$ cat src/rtl/wdpm_pkg.sv
// Shared encodings for the WDPM core: opcodes, register codes, fetch FSM states
// and the instruction field layout.
package wdpm_pkg;

  typedef enum logic [3:0] {
    OP_ADD = 4'b0000,
    OP_SUB = 4'b0001,
    OP_AND = 4'b0010,
    OP_OR  = 4'b0011,
    OP_XOR = 4'b0100,
    OP_NOT = 4'b0101,
    OP_SHL = 4'b0110,
    OP_SHR = 4'b0111,
    OP_LD  = 4'b1000,
    OP_ST  = 4'b1001,
    OP_NOP = 4'b1010,
    OP_MOV = 4'b1011,
    OP_CMP = 4'b1100,
    OP_INC = 4'b1101,
    OP_DEC = 4'b1110,
    OP_JMP = 4'b1111
  } opcode_e;

  localparam logic [3:0] REG_R0  = 4'h0;
  localparam logic [3:0] REG_R1  = 4'h1;
  localparam logic [3:0] REG_R2  = 4'h2;
  localparam logic [3:0] REG_R3  = 4'h3;
  localparam logic [3:0] REG_ID  = 4'h4;
  localparam logic [3:0] REG_DM0 = 4'h5;
  localparam logic [3:0] REG_DM1 = 4'h6;
  localparam logic [3:0] REG_DM2 = 4'h7;
  localparam logic [3:0] REG_DM3 = 4'h8;

  // Fetch FSM encoding; WAIT_STEP is only reachable in single-step builds.
  localparam logic [2:0] ST_IDLE      = 3'd0;
  localparam logic [2:0] ST_FETCH     = 3'd1;
  localparam logic [2:0] ST_DECODE    = 3'd2;
  localparam logic [2:0] ST_ISSUE     = 3'd3;
  localparam logic [2:0] ST_HALT      = 3'd4;
  localparam logic [2:0] ST_WAIT_STEP = 3'd5;

  localparam int OPCODE_BITS  = 4;
  localparam int REGCODE_BITS = 4;
  localparam int JMP_TGT_MSB  = 7;

endpackage

$ cat src/rtl/instr_field_decode.sv
// Combinational field decode of the instruction register: NOP/JMP detection
// and extraction of the jump target from the upper bits of the value field.
module instr_field_decode
  import wdpm_pkg::*;
#(
  parameter int DATA_WIDTH = 16,
  parameter int ADDR_WIDTH = 5
) (
  input  logic [DATA_WIDTH-1:0] ir,
  output logic                  is_nop,
  output logic                  is_jmp,
  output logic [ADDR_WIDTH-1:0] jmp_target
);

  logic [OPCODE_BITS-1:0] opcode_s;
  logic                   unused_fields_s;

  assign opcode_s   = ir[DATA_WIDTH-1 -: OPCODE_BITS];
  assign is_nop     = (opcode_s == OP_NOP);
  assign is_jmp     = (opcode_s == OP_JMP);
  // Target is left-aligned at bit 7; the reserved low bits are ignored.
  assign jmp_target = ir[JMP_TGT_MSB -: ADDR_WIDTH];

  assign unused_fields_s = ^ir[DATA_WIDTH-OPCODE_BITS-1:0];

endmodule

$ cat src/rtl/fetch_sequencer.sv
// PC / instruction-fetch controller of the WDPM core. Optional single-step
// mode (STEP port, WAIT_STEP state) is enabled by defining SINGLE_STEP_EN.
module fetch_sequencer
  import wdpm_pkg::*;
#(
  parameter int DATA_WIDTH = 16,
  parameter int ADDR_WIDTH = 5,
  parameter int CNT_WIDTH  = 16
) (
  input  logic                  CLK,
  input  logic                  RST,
  input  logic                  RUN,
  output logic [ADDR_WIDTH-1:0] PM_ADDR,
  input  logic [DATA_WIDTH-1:0] PM_DATA,
  output logic [DATA_WIDTH-1:0] IR_OUT,
  output logic                  IR_VALID,
  input  logic                  EX_READY,
  output logic [ADDR_WIDTH-1:0] PC_OUT,
  output logic [CNT_WIDTH-1:0]  RETIRED,
  output logic                  HALTED
`ifdef SINGLE_STEP_EN
  ,
  input  logic                  STEP
`endif
);

  localparam logic [ADDR_WIDTH-1:0] PC_ONE  = ADDR_WIDTH'(1);
  localparam logic [CNT_WIDTH-1:0]  CNT_ONE = CNT_WIDTH'(1);

  logic [2:0]            state_q,    state_d;
  logic [ADDR_WIDTH-1:0] pc_q,       pc_d;
  logic [DATA_WIDTH-1:0] ir_q,       ir_d;
  logic [CNT_WIDTH-1:0]  retired_q,  retired_d;
  logic                  halted_q,   halted_d;
  logic                  ir_valid_q, ir_valid_d;

  logic                  is_nop_s;
  logic                  is_jmp_s;
  logic [ADDR_WIDTH-1:0] jmp_target_s;

  instr_field_decode #(
    .DATA_WIDTH(DATA_WIDTH),
    .ADDR_WIDTH(ADDR_WIDTH)
  ) u_decode (
    .ir        (ir_q),
    .is_nop    (is_nop_s),
    .is_jmp    (is_jmp_s),
    .jmp_target(jmp_target_s)
  );

  always_comb begin
    state_d   = state_q;
    pc_d      = pc_q;
    ir_d      = ir_q;
    retired_d = retired_q;
    halted_d  = halted_q;
    case (state_q)
      ST_IDLE: begin
        if (RUN) state_d = ST_FETCH;
        else     state_d = ST_IDLE;
      end
      ST_FETCH: begin
        if (!RUN) begin
          state_d = ST_IDLE;
        end else begin
          ir_d    = PM_DATA;
          state_d = ST_DECODE;
        end
      end
      ST_DECODE: begin
        // A jump onto itself can never make progress, so it parks the core.
        if (is_jmp_s) begin
          if (jmp_target_s == pc_q) begin
            halted_d = 1'b1;
            state_d  = ST_HALT;
          end else begin
            pc_d    = jmp_target_s;
            state_d = ST_FETCH;
          end
        end else if (is_nop_s) begin
          pc_d    = pc_q + PC_ONE;
          state_d = ST_FETCH;
        end else begin
          state_d = ST_ISSUE;
        end
      end
      ST_ISSUE: begin
        if (EX_READY) begin
          pc_d      = pc_q + PC_ONE;
          retired_d = retired_q + CNT_ONE;
`ifdef SINGLE_STEP_EN
          state_d   = ST_WAIT_STEP;
`else
          state_d   = ST_FETCH;
`endif
        end else begin
          state_d = ST_ISSUE;
        end
      end
      ST_HALT: begin
        state_d = ST_HALT;
      end
`ifdef SINGLE_STEP_EN
      ST_WAIT_STEP: begin
        if (!RUN)      state_d = ST_IDLE;
        else if (STEP) state_d = ST_FETCH;
        else           state_d = ST_WAIT_STEP;
      end
`endif
      default: begin
        state_d = ST_IDLE;
      end
    endcase
    ir_valid_d = (state_d == ST_ISSUE);
  end

  always_ff @(posedge CLK or posedge RST) begin
    if (RST) begin
      state_q    <= ST_IDLE;
      pc_q       <= '0;
      ir_q       <= '0;
      retired_q  <= '0;
      halted_q   <= 1'b0;
      ir_valid_q <= 1'b0;
    end else begin
      state_q    <= state_d;
      pc_q       <= pc_d;
      ir_q       <= ir_d;
      retired_q  <= retired_d;
      halted_q   <= halted_d;
      ir_valid_q <= ir_valid_d;
    end
  end

  assign PM_ADDR  = pc_q;
  assign PC_OUT   = pc_q;
  assign IR_OUT   = ir_q;
  assign IR_VALID = ir_valid_q;
  assign RETIRED  = retired_q;
  assign HALTED   = halted_q;

endmodule

$ cat config.mk
export PLATFORM = sky130hd
export DESIGN_NAME = fetch_sequencer
export DESIGN_NICKNAME = d
export VERILOG_FILES = /design/src/rtl/wdpm_pkg.sv /design/src/rtl/instr_field_decode.sv /design/src/rtl/fetch_sequencer.sv
export SDC_FILE = /design/constraint.sdc
export NUM_CORES = 1
export LEC_CHECK = 0
export CAP_MARGIN = 5
export CORE_MARGIN = 2
export CORE_UTILIZATION = 35
export CTS_CLUSTER_SIZE = 12
export DETAILED_ROUTE_END_ITERATION = 8
export HOLD_SLACK_MARGIN = 0.1
export PLACE_DENSITY = 0.78
export SLEW_MARGIN = 15
export SYNTH_ARGS = -nofsm -noshare
export SYNTH_HDL_FRONTEND = slang
export SYNTH_SLANG_ARGS = --single-unit
$ cat constraint.sdc
create_clock -name CLK -period 1.5 [get_ports CLK]
set_input_delay 0.375 -clock CLK [delete_from_list [all_inputs] [get_ports CLK]]
set_output_delay 0.375 -clock CLK [all_outputs]
set_load 0.01 [all_outputs]
* Word level (Yosys, flattened, before mapping)
Cells that the tools add are included.
** Cells by class
- Add/subtract/negate cells :: 2
- Eq/ne operators :: 11
- Muxes and demuxes :: 12
- Reductions and logical operators :: 6
** Operators by type and width (count)
- 5-bit two-way mux :: 4
- 16-bit by 1-bit adder with 16-bit output, second input constant :: 1
- 3-bit case mux with 5 select lines :: 1
- 5-bit case mux with 2 select lines :: 1
- 3-bit by 2-bit equality test with 1-bit output, second input constant :: 3
- 4-bit equality test, second input constant :: 2
- 2-bit two-way mux :: 3
- 3-bit two-way mux :: 2
- 3-bit != test, second input constant :: 2
- 5-bit by 1-bit adder with 5-bit output, second input constant :: 1
- 5-bit equality test :: 1
- 2-bit AND reduction :: 2
- 4-bit AND reduction :: 1
- 3-bit by 1-bit equality test with 1-bit output, second input constant :: 1
- 3-bit equality test, second input constant :: 1
- 3-bit logical NOT :: 1
- 3-bit AND reduction :: 1
- 2-bit != test, second input constant :: 1
- 2-bit nonzero test :: 1
- 1-bit two-way mux :: 1
** Word-level totals
- Register bits after elaboration :: 42
- Bits of input ports :: 20
- Logic and storage cells :: 37

* Logic depth before layout (Yosys ltp)
Gate-level depths: netlist (run 1).
- Depth in word-level cells :: 5
- Mapped depth :: 7

* Modules after synthesis
From an unflattened synthesis (run 1), not the netlist that was laid out.
** Second synthesis, totals
- Cell total of the unflattened synthesis :: 168
- Area total of the unflattened synthesis :: 2015.7 um^2
** Modules (own cells, without submodules)
- fetch_sequencer :: times used 1, cells each 161, area an instance 1955.6 um^2
- instr_field_decode :: times used 1, cells each 7, area an instance 60.1 um^2

* Least setup slack after synthesis (run 1)
No wires, ideal clock.
- Path type :: register -> register
- Start point :: reg pc_q[2], in the netlist PC_OUT[2]
- End point :: reg pc_q[1], in the netlist PC_OUT[1]
- Arrival time :: 1.570 ns
- Data required time :: 1.375 ns
- Path slack :: -0.195 ns
- Stages on the path, launching flop included :: 7
- Cells stage by stage :: dfrtp_1 > buf_6 > xnor2_2 > nand2_2 > nor4_4 > nor2_2 > mux2_4
** Between the ends
- Word-level cells in the longest chain between the ends :: 3
** Ends and longest elaborated chain
- start, declared :: RTL line fetch_sequencer.sv:31 : logic [ADDR_WIDTH-1:0] pc_q, pc_d;
- start signal, assigned :: RTL line fetch_sequencer.sv:127 : pc_q <= pc_d;
- 5-bit equality test :: RTL line fetch_sequencer.sv:73 : if (jmp_target_s == pc_q) begin
- 3-bit != test (no source line)
- 4-bit AND reduction (no source line)
No other way between the ends.
A chain may end at the register's enable or synchronous reset.

* Final worst setup path (run 1)
- Start point :: reg pc_q[2], in the netlist PC_OUT[2]
- End point :: reg pc_q[3], in the netlist PC_OUT[3]
** Between the ends
- Word-level cells in the longest chain between the ends :: 4
- Elaborated cells between the ends (all ways) :: 8
- Those cells by class :: add/sub (1); eq/ne (2); mux (4); reduce/logical (1)
** Ends and longest elaborated chain
- 5-bit by 1-bit adder with 5-bit output :: RTL line fetch_sequencer.sv:81, fetch_sequencer.sv:89
- 5-bit two-way mux :: RTL line fetch_sequencer.sv:80 : end else if (is_nop_s) begin
- 5-bit two-way mux :: RTL line fetch_sequencer.sv:72 : if (is_jmp_s) begin
- 5-bit case mux with 2 select lines :: RTL line fetch_sequencer.sv:57 : case (state_q)
Several ways; a longest one is shown, not always the timed one. The select of a mux whose other input is x is not followed.

==> results of run 1 <==
==> critical path, delay by kind of cell (launching register included) <==
| family | cells | cell delay [ps] |
|---|---|---|
| DFF | 1 | 390 |
| AOI/OAI and AO/OA | 1 | 140 |
| buffers and inverters | 2 | 340 |
| xor gates and xnor gates | 1 | 150 |
| and+or+nand+nor | 3 | 560 |
==> timing repair <==
| item | in CTS | in global routing |
|---|---|---|
| endpoints found under the setup margin | 70 | 37 |
| setup buffers | 16 | 6 |
| pin swaps | 12 | 17 |
| gates resized for setup | 65 | 51 |
==> per-stage QoR <==
step	setup TNS (ps)	worst slack, ps
global placement	-9770	-343
finish	-1220	-178
CTS	-950	-174
global route	-2930	-284
detailed placement	-10620	-373
floorplan	-300	-191
==> power breakdown <==
group,internal (mW),total [mW],switching (mW)
combinational,1.98,3.46,1.48
clock,0.328,0.708,0.379
sequential,1.52,1.76,0.239
==> registers in the layout, summed over array words and instances, names as in the netlist <==
| register | cells |
|---|---|
| IR_OUT | 16 |
| RETIRED | 16 |
| PC_OUT | 5 |
| state_q | 3 |
| HALTED | 1 |
| IR_VALID | 1 |
==> final timing paths <==
check                            startpoint          end  cells after the start
max in group asynchronous               RST   state_q[2]                      3
worst min register to register  RETIRED[15]  RETIRED[15]                      1
worst max-delay path              PC_OUT[2]    PC_OUT[3]                      7
min in group CLK                RETIRED[15]  RETIRED[15]                      1
worst min-delay path                    RST     IR_VALID                      3
worst max register to register    PC_OUT[2]    PC_OUT[3]                      7
==> cell families (layout without fill, tap and decap cells) <==
family / after synthesis / in the layout / synth area share (%)
AO/OA/AOI/OAI: 11 / 11 / 4.62
XOR/XNOR: 21 / 21 / 9.56
adder cells (fa/ha/maj): 2 / 2 / 1.25
buffers and inverters: 14 / 128 / 4.62
flip-flops: 42 / 42 / 52.5
multiplexers: 22 / 22 / 12.4
AND/OR/NAND/NOR: 53 / 53 / 15.1
==> per-layer routing <==
| metal | vias up | wire length (microns) | global-route usage [%] |
|---|---|---|---|
| li1 | 797 | - | - |
| met1 | 819 | 2280 | 20.5 |
| met2 | 38 | 2560 | 25.3 |
| met3 | 6 | 173 | 2.60 |
| met4 | 0 | 88 | 5.69 |
| met5 | - | 0 | 0 |
==> cell usage after synthesis, types with 3 or more instances <==
cell type / count
dfrtp_1: 42
mux2_2: 18
xnor2_1: 16
nand2_1: 11
nor2_1: 8
nand4_1: 7
buf_4: 5
nand3_1: 5
inv_1: 4
nor3_1: 4
xor2_1: 4
a2bb2oi_1: 3
and3_1: 3
buf_2: 3
mux2i_1: 3
==> cell type report <==
cell class | instances | area (sq um) | share of cell area (%)
multi-input cells | 109 | 1050 | 31.6
clock inverters | 2 | 13.8 | 0.416
flip-flops and latches | 42 | 1050 | 31.8
inverters | 4 | 15.0 | 0.454
well taps | 72 | 90.1 | 2.72
clock buffers | 6 | 72.6 | 2.19
repair buffers | 116 | 1020 | 30.8
==> results.md, run 1 <==
- Status: finished, violations left
- Failing checks: setup timing
- Post-Synthesis Cell Area: 2000 sq um
- Post-synth top area share: between 50 and 60%
- Final Skew: 8.31 ps
- Final ANT Viol Nets: 0
- CTS tree: yes
- YS warnings: 0
- Number of synthesized flops with an enable pin: 0
- Chip width: about 80 microns
- Max clock buf depth: 2
- # IOs: 64
- Final wirelength: between 5000 and 6000 microns
- Worst EP required: about 1700 ps
- H-tree depth: 2
- Starting Density: 36.4%
- Setup slack, reg-to-reg: -180 ps
- Overall power: 5.93 mW
- Total grt overflow: 0
- Placed cell area: 2950 sq um
- TritonCTS Sinks: 42
- Layout Cells excl Fill: 351
- DIE AREA: about 6300 sq um
- Setup CP Type: register to register
- Via count: between 1500 and 2000
- Setup WS post-layout: -178 ps
- Antenna violations before repair: 0
- RSZ-0062 raised after global routing: yes
- Crit-path slowest cell: nor4_4
- 1st-iter DRT viols: between 100 and 150
- Final hold vios: 0
- Worst VDD drop: ~0.0014 V
- Synth Area per Inst: 12.1 sq um
- Fin nets: 300
- Peak Freq: just under 600 MHz
- Crit-path cells: buf_6 > xnor2_2 > nand2_2 > nor4_4 > buf_4 > nor3_2 > a2bb2oi_1
- Final Cycle Share: 112%
- First-pass GRT wire length: approximately 7600 microns
- Most common cell after layout, fill and taps aside: buf_4
- PwrDens: between 1500 and 2000 nW/um^2
- Via density: approximately 4.7
- Top cells by area, synth: dfrtp_1, mux2_2, xnor2_1, nand4_1, nand2_1
- Seq/Total Area, Yosys: between 50% and 60%
- FF+latch count, synth: between 40 and 50
- Worst hold slack: roughly 420 ps
- Core Util, Final: about 60%
- Area grow syn2layout: 65.2%
- Final Max Slew Viols: 0
- Vias in the first global route: ~1600
- Rows: 27
- Worst Setup Start Kind: register
- Crit path DAT: between 1500 and 2000 ps
- Clock latency on the worst-skew pair: approximately 290 ps
- Worst hold path class: primary input to async pin
- Syn Nets: ~190
- Height of the die: 79.7 microns
- Clock transition at the registers of the reported paths: around 80 ps
- Share of layout cells above drive strength 1: roughly 43%
- MaxCap Viol Count: 0
- Root buf cell: clkbuf_8
- Hold buffer count at cts: 0
- Static Leak: 1.57 nW
- Relative slew margins: between 70% and 80%
- Drt pass-1 iters: 4
- Gate Count Post-Synth: 165
- Slowest stage delay, CP: 410 ps
- DRC Markers: 0
- Endpoint class of the critical path: register
- Most frequent cells in the layout: buf_4, dfrtp_1, dlygate4sd2_1
- Fillers: between 400 and 500
- Cell variety after synth: 39
- Detailed Place HPWL: around 3400 microns
- Crit-path max FO: 6
- Top_reg_cell synth: dfrtp_1
- Post-synth top area cell: dfrtp_1
- Area of the core: ~5500 sq um
- I/O Buffers: 63
- Cts bufs inserted: 5
- Placed cell count: roughly 320
- Slew @ Worst Pin: 376 ps
- Ys async rst share: 100%
- Largest net degree at the start of global routing: 43
- Diodes inserted: 0
- RePlAce Congestion: roughly 0.8
- GRT Util Overall: 15.4%
- WL per Instance: ~15 microns
- Final non-filler cell area: approximately 3300 sq um
- Post-layout minimum cycle time: 1680 ps
- Final setup vio count: 13
No activity file was read; power rests on OpenSTA's default activity.
==> run 2, diff against run 1 <==
--- a/config.mk
+++ b/config.mk
@@ -8,6 +8,7 @@
 export CAP_MARGIN = 5
 export CORE_MARGIN = 2
 export CORE_UTILIZATION = 35
+export CTS_CLUSTER_DIAMETER = 30
 export CTS_CLUSTER_SIZE = 12
 export DETAILED_ROUTE_END_ITERATION = 8
 export HOLD_SLACK_MARGIN = 0.1
==> results of run 2 <==
Same layout as run 1: the final DEF is identical, and so are final timing and power.
